--- src/rtl/rps_if.sv ---
// rps_if: move/start/verdict handshake between the match master and the referee.
interface rps_if;
  logic [1:0] p1_move;
  logic [1:0] p2_move;
  logic       start;
  logic [2:0] ref_state;
  logic [1:0] ref_winner;
  modport master (output p1_move, p2_move, start, input ref_state, ref_winner);
  modport slave (input p1_move, p2_move, start, output ref_state, ref_winner);
endinterface

--- src/rtl/rps_match_master.sv ---
// rps_match_master: plays a best-of stone/paper/scissors match against the referee.
module rps_match_master #(
  parameter int         WIN_TARGET = 3,
  parameter int         MAX_ROUNDS = 15,
  parameter int         TIMEOUT    = 15,
  parameter logic [7:0] LFSR_SEED  = 8'hA5
) (
  input  logic        clk,
  input  logic        reset,
  input  logic        match_go,
  input  logic [1:0]  p1_sel,
  input  logic        p1_rand,
  rps_if.master       bus,
  output logic [3:0]  p1_score,
  output logic [3:0]  p2_score,
  output logic [3:0]  tie_count,
  output logic [3:0]  round_cnt,
  output logic        busy,
  output logic        match_done,
  output logic [1:0]  match_winner,
  output logic        err_invalid,
  output logic        err_timeout
);
  typedef enum logic [2:0] {M_IDLE, M_LOAD, M_START, M_RELEASE, M_CHECK, M_DONE, M_ERR} state_t;
  state_t     state_q, state_d;
  logic [7:0] lfsr_q, lfsr_d;
  logic [1:0] p1_q, p1_d, p2_q, p2_d, verdict_q, verdict_d, winner_q, winner_d, alt;
  logic [3:0] p1s_q, p1s_d, p2s_q, p2s_d, ties_q, ties_d, rounds_q, rounds_d;
  logic [4:0] wait_q, wait_d;
  logic       inv_q, inv_d, to_q, to_d, advance;
  function automatic logic [3:0] inc(input logic [3:0] v);
    return v == 4'hf ? v : v + 4'd1;
  endfunction
  always_comb begin
    state_d   = state_q;
    lfsr_d    = {lfsr_q[6:0], lfsr_q[7] ^ lfsr_q[5] ^ lfsr_q[4] ^ lfsr_q[3]};
    p1_d      = p1_q;
    p2_d      = p2_q;
    verdict_d = verdict_q;
    winner_d  = winner_q;
    p1s_d     = p1s_q;
    p2s_d     = p2s_q;
    ties_d    = ties_q;
    rounds_d  = rounds_q;
    wait_d    = wait_q;
    inv_d     = inv_q;
    to_d      = to_q;
    // a random P1 draw of 11 is replaced by a move derived from P2's bits
    alt       = (lfsr_q[1:0] ^ 2'b01) == 2'b11 ? 2'b00 : lfsr_q[1:0] ^ 2'b01;
    advance   = state_q == M_START ? bus.ref_state == 3'b001 : bus.ref_state == 3'b000;
    case (state_q)
      M_IDLE, M_DONE, M_ERR: if (match_go) begin
        state_d  = M_LOAD;
        p1s_d    = '0;
        p2s_d    = '0;
        ties_d   = '0;
        rounds_d = '0;
        winner_d = '0;
        inv_d    = 1'b0;
        to_d     = 1'b0;
      end
      M_LOAD: if (lfsr_q[1:0] != 2'b11) begin
        p2_d    = lfsr_q[1:0];
        p1_d    = !p1_rand ? p1_sel : lfsr_q[3:2] != 2'b11 ? lfsr_q[3:2] : alt;
        wait_d  = '0;
        state_d = M_START;
      end
      M_START, M_RELEASE: if (advance) begin
        verdict_d = state_q == M_START ? bus.ref_winner : verdict_q;
        wait_d    = '0;
        state_d   = state_q == M_START ? M_RELEASE : M_CHECK;
      end else begin
        wait_d  = wait_q + 5'd1;
        state_d = wait_d == 5'(TIMEOUT) ? M_ERR : state_q;
        to_d    = wait_d == 5'(TIMEOUT);
      end
      M_CHECK: begin
        rounds_d = inc(rounds_q);
        p1s_d    = verdict_q == 2'b01 ? inc(p1s_q) : p1s_q;
        p2s_d    = verdict_q == 2'b10 ? inc(p2s_q) : p2s_q;
        ties_d   = verdict_q == 2'b00 ? inc(ties_q) : ties_q;
        inv_d    = inv_q | (verdict_q == 2'b11);
        winner_d = p1s_d == 4'(WIN_TARGET) ? 2'b01 : p2s_d == 4'(WIN_TARGET) ? 2'b10 : 2'b00;
        state_d  = (winner_d != 2'b00 || rounds_d == 4'(MAX_ROUNDS)) ? M_DONE : M_LOAD;
      end
      default: state_d = M_IDLE;
    endcase
  end
  always_ff @(posedge clk or posedge reset) begin
    if (reset) begin
      state_q   <= M_IDLE;
      lfsr_q    <= LFSR_SEED;
      p1_q      <= '0;
      p2_q      <= '0;
      verdict_q <= '0;
      winner_q  <= '0;
      p1s_q     <= '0;
      p2s_q     <= '0;
      ties_q    <= '0;
      rounds_q  <= '0;
      wait_q    <= '0;
      inv_q     <= 1'b0;
      to_q      <= 1'b0;
    end else begin
      state_q   <= state_d;
      lfsr_q    <= lfsr_d;
      p1_q      <= p1_d;
      p2_q      <= p2_d;
      verdict_q <= verdict_d;
      winner_q  <= winner_d;
      p1s_q     <= p1s_d;
      p2s_q     <= p2s_d;
      ties_q    <= ties_d;
      rounds_q  <= rounds_d;
      wait_q    <= wait_d;
      inv_q     <= inv_d;
      to_q      <= to_d;
    end
  end
  assign bus.p1_move   = p1_q;
  assign bus.p2_move   = p2_q;
  assign bus.start     = state_q == M_START;
  assign p1_score      = p1s_q;
  assign p2_score      = p2s_q;
  assign tie_count     = ties_q;
  assign round_cnt     = rounds_q;
  assign busy          = state_q inside {M_LOAD, M_START, M_RELEASE, M_CHECK};
  assign match_done    = state_q == M_DONE;
  assign match_winner  = winner_q;
  assign err_invalid   = inv_q;
  assign err_timeout   = to_q;
endmodule
--- src/flat_wrapper.sv ---
// flat-port wrapper written by rule: the top's interface ports become plain ports
module rps_match_master_flat 
#(
  parameter int         WIN_TARGET = 3,
  parameter int         MAX_ROUNDS = 15,
  parameter int         TIMEOUT    = 15,
  parameter logic [7:0] LFSR_SEED  = 8'hA5
)
  (clk, reset, match_go, p1_sel, p1_rand, p1_score, p2_score, tie_count, round_cnt, busy, match_done, match_winner, err_invalid, err_timeout, bus_p1_move, bus_p2_move, bus_start, bus_ref_state, bus_ref_winner);
  rps_if bus_i ();
  input  logic clk;
  input  logic reset;
  input  logic match_go;
  input  logic [1:0] p1_sel;
  input  logic p1_rand;
  output logic [3:0] p1_score;
  output logic [3:0] p2_score;
  output logic [3:0] tie_count;
  output logic [3:0] round_cnt;
  output logic busy;
  output logic match_done;
  output logic [1:0] match_winner;
  output logic err_invalid;
  output logic err_timeout;
  output wire logic [$bits(bus_i.p1_move)-1:0] bus_p1_move;
  output wire logic [$bits(bus_i.p2_move)-1:0] bus_p2_move;
  output wire logic [$bits(bus_i.start)-1:0] bus_start;
  input wire logic [$bits(bus_i.ref_state)-1:0] bus_ref_state;
  input wire logic [$bits(bus_i.ref_winner)-1:0] bus_ref_winner;
  assign bus_p1_move = bus_i.p1_move;
  assign bus_p2_move = bus_i.p2_move;
  assign bus_start = bus_i.start;
  assign bus_i.ref_state = bus_ref_state;
  assign bus_i.ref_winner = bus_ref_winner;
  rps_match_master #(.WIN_TARGET(WIN_TARGET), .MAX_ROUNDS(MAX_ROUNDS), .TIMEOUT(TIMEOUT), .LFSR_SEED(LFSR_SEED)) u_core (.clk(clk), .reset(reset), .match_go(match_go), .p1_sel(p1_sel), .p1_rand(p1_rand), .bus(bus_i), .p1_score(p1_score), .p2_score(p2_score), .tie_count(tie_count), .round_cnt(round_cnt), .busy(busy), .match_done(match_done), .match_winner(match_winner), .err_invalid(err_invalid), .err_timeout(err_timeout));
endmodule
--- config.mk ---
export PLATFORM = sky130hd
export DESIGN_NAME = rps_match_master_flat
export DESIGN_NICKNAME = d
export VERILOG_FILES = /design/src/rtl/rps_if.sv /design/src/rtl/rps_match_master.sv /design/src/flat_wrapper.sv
export SDC_FILE = /design/constraint.sdc
export NUM_CORES = 1
export LEC_CHECK = 0
export CAP_MARGIN = 20
export CORE_MARGIN = 1.5
export CORE_UTILIZATION = 40
export CTS_BUF_LIST = sky130_fd_sc_hd__clkbuf_16
export CTS_CLUSTER_SIZE = 24
export DETAILED_ROUTE_END_ITERATION = 8
export PLACE_DENSITY_LB_ADDON = 0.15
export SYNTH_ARGS = -nofsm -noshare
export SYNTH_HDL_FRONTEND = slang
export SYNTH_SLANG_ARGS = --single-unit
--- constraint.sdc ---
create_clock -name clk -period 1.7 [get_ports clk]
set_input_delay 0.17 -clock clk [delete_from_list [all_inputs] [get_ports clk]]
set_output_delay 0.17 -clock clk [all_outputs]
set_load 0.03 [all_outputs]
Yosys cells after proc, flatten, opt, wreduce, memory -nomap -nowiden
Index checks and enable logic that the tools add are counted.
{"block": "classes", "reduce_logical": 18, "add_sub_neg": 5, "mux": 34, "bitwise_logic": 5, "eq_ne": 27}
{"op": "$mux W4", "count": 8}
{"op": "$pmux W4 S2", "count": 4}
{"op": "$eq A4 B4 Y1 const B", "count": 5}
{"op": "$mux W3", "count": 6}
{"op": "$add A4 B1 Y4 const B", "count": 4}
{"op": "$mux W2", "count": 6}
{"op": "$pmux W3 S4", "count": 1}
{"op": "$mux W5", "count": 2}
{"op": "$ne A2 B2 Y1 const B", "count": 5}
{"op": "$pmux W5 S2", "count": 1}
{"op": "$eq A3 B3 Y1 const B", "count": 3}
{"op": "$reduce_and A3 Y1", "count": 3}
{"op": "$eq A4 B2 Y1 const B", "count": 2}
{"op": "$reduce_bool A2 Y1", "count": 4}
{"op": "$eq A2 B2 Y1 const B", "count": 3}
{"op": "$eq A3 B1 Y1 const B", "count": 2}
{"op": "$eq A3 B2 Y1 const B", "count": 2}
{"op": "$logic_not A3 Y1", "count": 2}
{"op": "$reduce_and A2 Y1", "count": 3}
{"op": "$add A5 B1 Y5 const B", "count": 1}
{"op": "$eq A5 B4 Y1 const B", "count": 1}
{"op": "$ne A2 B1 Y1 const B", "count": 2}
{"op": "$pmux W1 S2", "count": 2}
{"op": "$pmux W2 S2", "count": 1}
{"op": "12 further kinds", "count": 16}
{"block": "word_totals", "output_inout_bits": 27, "ff_bits": 42, "elab_cells": 102, "inputBits": 11}

Longest topological paths before layout
{"block": "depth", "ltp_word": 10, "mapped_depth": 6, "ltp_nobuf": 6}

Worst setup path before layout
Ideal clock, no wire load.
{"block": "synth_path", "path_kind": "flip-flop to flip-flop", "start": "register u_core.p2s_q[0], in the netlist u_core.p2_score[0]", "end": "register u_core.winner_q[1], in the netlist u_core.match_winner[1]", "arrival_ps": 1765, "t_required_ps": 1604, "stages_incl_launch_ff": 6, "setup_slack_ps": -160, "cell_sequence": "dfrtp_1 > ha_1 > inv_1 > or4_1 > a21o_1 > o32ai_2"}
{"block": "synth_via", "elab_chain_len": 7, "elab_cells_between_ends": 8, "classes_between": "1 x add/sub; 2 x eq/ne; 5 x mux"}
{"item": "start: declaration", "line_no": "rps_match_master.sv:28", "rtl": "logic [3:0] p1s_q, p1s_d, p2s_q, p2s_d, ties_q, ties_d, rounds_q, rounds_d;"}
{"item": "start signal: assignment", "line_no": "rps_match_master.sv:112", "rtl": "p2s_q <= p2s_d;"}
{"item": "$add A4 B1 Y4 / $eq A4 B4 Y1 (equally long branches)", "line_no": "rps_match_master.sv:32", "rtl": "return v == 4'hf ? v : v + 4'd1;"}
{"item": "$mux W4", "line_no": "rps_match_master.sv:32"}
{"item": "$mux W4 *", "line_no": "rps_match_master.sv:80", "rtl": "p2s_d = verdict_q == 2'b10 ? inc(p2s_q) : p2s_q;"}
{"item": "$eq A4 B2 Y1 *", "line_no": "rps_match_master.sv:83", "rtl": "winner_d = p1s_d == 4'(WIN_TARGET) ? 2'b01 : p2s_d == 4'(WIN_TARGET) ? 2'b10 : 2'b00;"}
{"item": "$mux W2 * (2 in series)", "line_no": "rps_match_master.sv:83"}
{"item": "$pmux W2 S2 *", "line_no": "rps_match_master.sv:51", "rtl": "case (state_q)"}
{"item": "end signal: assignment", "line_no": "rps_match_master.sv:110", "rtl": "winner_q <= winner_d;"}
{"item": "end: declaration", "line_no": "rps_match_master.sv:27", "rtl": "logic [1:0] p1_q, p1_d, p2_q, p2_d, verdict_q, verdict_d, winner_q, winner_d, alt;"}
Mark *: on every way between the ends. The rest lies on a longest branch, timed or not.
A chain may end at the register's enable or synchronous reset.

Final worst setup path
Same ends and word-level chain as after synthesis.

==> metrics.txt <==
worst rel slew slack=78.64%; commonest non-fill, non-tap cells in the layout=dfrtp_1 (33), clkdlybuf4s50_1 (32), buf_4 (29); Post-synth ARST share=100.0%; Post-Route WL=4984 µm; Post-DP HPWL=3636 µm; Clock Sinks=42; crit path kind=register to register; #FFs+latches synth=42; crit path max fanout=2; IO Port Bufs=37; max-cap violations=0; minimum clock period=1.665 ns; H-tree Lvls=2; Skew-Pair Late Insertion Delay=0.29 ns; Reg clk slew, reported paths=0.06 ns; f_max=0.6007 GHz; mean post-synth cell area=9.784 µm²; initial DRC count=121; final std cells w/o fill=364; syn nets=244; Worst VDD drop=0.7804 mV; CORE AREA=0.005238 mm²; post-synthesis sequential area ratio=47.55%; GRT Util Overall=18.02%; Max Used Layer=met4; Cells after Synth=227; DR WL/cell=13.69 µm; clock share of power=24.0%; setup bufs post-CTS=0; worst-margin pin slew=0.3194 ns; metal3 WL=200 µm; Synth Warn #=0; arrival time worst endpoint=1.86 ns; Synth cell types=49; Netlist Area Pre-Place=0.002221 mm²; Initial Utilization=42.40%; power per cell area=1432 mW/mm²; Gate power share=44.2%; met2 wire len=2224 µm; Net count, final=310; Clock Path Buffers=2; WP data required=1.90 ns; Die Y-Extent=77.52 µm; P_int=0.002792 W; CTS buffer count=5; leading cell type in the layout, fill and taps excluded=dfrtp_1; sequential fraction of design power=31.9%; gr ovfl total=0; Hold Path Class=primary input to asynchronous set/reset pin; fin crit share=97.93%; status=complete, no violations; largest net degree at the start of global routing=43; vias in the first global route=1787; DR DRC count=0; top_reg_cell synth=dfrtp_1; GPL Wtd Cong=0.7542; ANT cells=0; post-layout util=59.13%; Placed Cells=356; setup violators final=0; die width=77.52 µm; share of cells above drive strength 1=23.81%; wl on met1=2461 µm; Sw Share=37.02%; first-pass detailed-route iteration total=6; reg2reg setup slack=0.04 ns; DR vias=1884; number of synthesized flops with an enable pin=0; Startpoint Class=register; CP Capture Type=register; initial antenna violation count=0; Psw=0.001641 W; Slew Viols, Final=0; CTS tree=built; Routed Antenna Nets=0; CTS root buf=clkbuf_16; global-route wire length before repair=8411 µm; Hold Fails Final Rpt=0; Ports=38; via-per-instance ratio=5.176; RSZ-0062 raised after global routing=yes; Clock Skew=0.004525 ns; full die area=0.006009 mm²; area delta synth->final=39.44%; row cnt=26; total negative slack=0 ns; Pleak=1.382 nW
[per-layer routing]
layer | up-vias | global-route usage [%]
met5 | - | 0
met4 | 0 | 8.182
met3 | 10 | 3.882
met2 | 40 | 26.32
met1 | 896 | 25.47
li1 | 938 | -
[power groups by stage]
stage          logic (W)  registers [W]  clock network, W
2_1_floorplan   0.000981        0.00164                 0
3_3_place_gp     0.00194        0.00143                 0
3_5_place_dp     0.00196        0.00143                 0
4_1_cts          0.00197        0.00141           0.00109
5_1_grt          0.00215        0.00145           0.00113
6_report         0.00196        0.00141           0.00106
[state kept, by name, indices dropped and copies added (netlist names)]
name and count:
u_core.bus.p1_move 2, u_core.bus.p2_move 2, u_core.err_invalid 1, u_core.err_timeout 1, u_core.lfsr_q 8, u_core.match_winner 2, u_core.p1_score 4, u_core.p2_score 4
u_core.round_cnt 4, u_core.state_q 3, u_core.tie_count 4, u_core.verdict_q 2, u_core.wait_q 5
[synthesized netlist by cell type, types with 2 or more instances]
| cell | number | area share (%) |
|---|---|---|
| dfrtp_1 | 38 | 43 |
| nand2_1 | 23 | 3.9 |
| nor2_1 | 20 | 3.4 |
| a21oi_1 | 14 | 3.2 |
| inv_1 | 13 | 2.2 |
| o21ai_0 | 13 | 2.9 |
| xor2_1 | 10 | 3.9 |
| nor3_1 | 9 | 2.0 |
| ha_1 | 6 | 3.4 |
| nand2b_1 | 5 | 1.4 |
| nand3_1 | 5 | 1.1 |
| nand4_1 | 5 | 1.4 |
| xnor2_1 | 5 | 2.0 |
| a31oi_1 | 4 | 1.1 |
| dfstp_2 | 4 | 4.7 |
| a211oi_1 | 3 | 1.0 |
| clkbuf_1 | 3 | 0.51 |
| mux2_2 | 3 | 1.5 |
| mux2i_1 | 3 | 1.4 |
| nor2b_1 | 3 | 0.85 |
| o22ai_1 | 3 | 0.85 |
| a21o_1 | 2 | 0.68 |
| and3_1 | 2 | 0.56 |
| and4b_1 | 2 | 0.90 |
| buf_2 | 2 | 0.45 |
| nand2b_4 | 2 | 1.2 |
| nand4b_1 | 2 | 0.79 |
| or3_1 | 2 | 0.56 |
[path summary, 6_finish.rpt]
check	startpoint	endpoint	cells past startpoint
max	u_core.p2_score[0]	u_core.match_winner[1]	5
min	reset	u_core.lfsr_q[3]	3
max reg2reg	u_core.p2_score[0]	u_core.match_winner[1]	5
min reg2reg	u_core.lfsr_q[6]	u_core.lfsr_q[7]	0
max in group asynchronous	reset	u_core.lfsr_q[7]	3
min in group clk	u_core.lfsr_q[6]	u_core.lfsr_q[7]	0
[final cells by class]
| cell class | count | area (µm²) |
|---|---|---|
| fill | 466 | 2141 |
| timing repair buffer | 64 | 583.1 |
| sequential | 42 | 1062 |
| inverter | 13 | 48.80 |
| clock inverter | 3 | 37.54 |
| tap | 70 | 87.58 |
| clock buffer | 5 | 125.1 |
| multi-input combinational | 167 | 1152 |
[stage by stage]
step	setup WS [ns]	cell area [µm²]	power [W]	hold WS, ns
after global routing	-0.06527	3097	0.004724	0.2923
final	0.03524	3097	0.004433	0.2417
after global placement	0.02144	2920	0.003363	0.3343
after detailed placement	0.004824	2920	0.003387	0.3387
after floorplan	-0.05156	2276	0.002622	0.3205
after CTS	0.01318	3083	0.004466	0.2631
[critical path, stage by stage (launching register included)]
cell and delay, ns:
dfrtp_2 0.42, ha_4 0.26, inv_1 0.04, or4_4 0.49
a21o_1 0.18, o32ai_2 0.18
[logic make-up (layout without fill, tap and decap cells)]
logic type	Yosys count	in the layout	synth area share (%)
AND/OR/NAND/NOR	89	89	22.14
AO/OA/AOI/OAI	51	51	14.99
flip-flops	42	42	47.55
buffers and inverters	18	85	3.155
XOR/XNOR	15	15	5.915
adder cells (fa/ha/maj)	6	6	3.380
multiplexers	6	6	2.873
[timing repair]
item,in CTS,in global routing
endpoints found under the setup margin,0,15
endpoints found under the hold margin,0,0
gates resized for setup,0,6
hold buffers,0,0
Note: power is estimated with default switching activity, not from simulation.
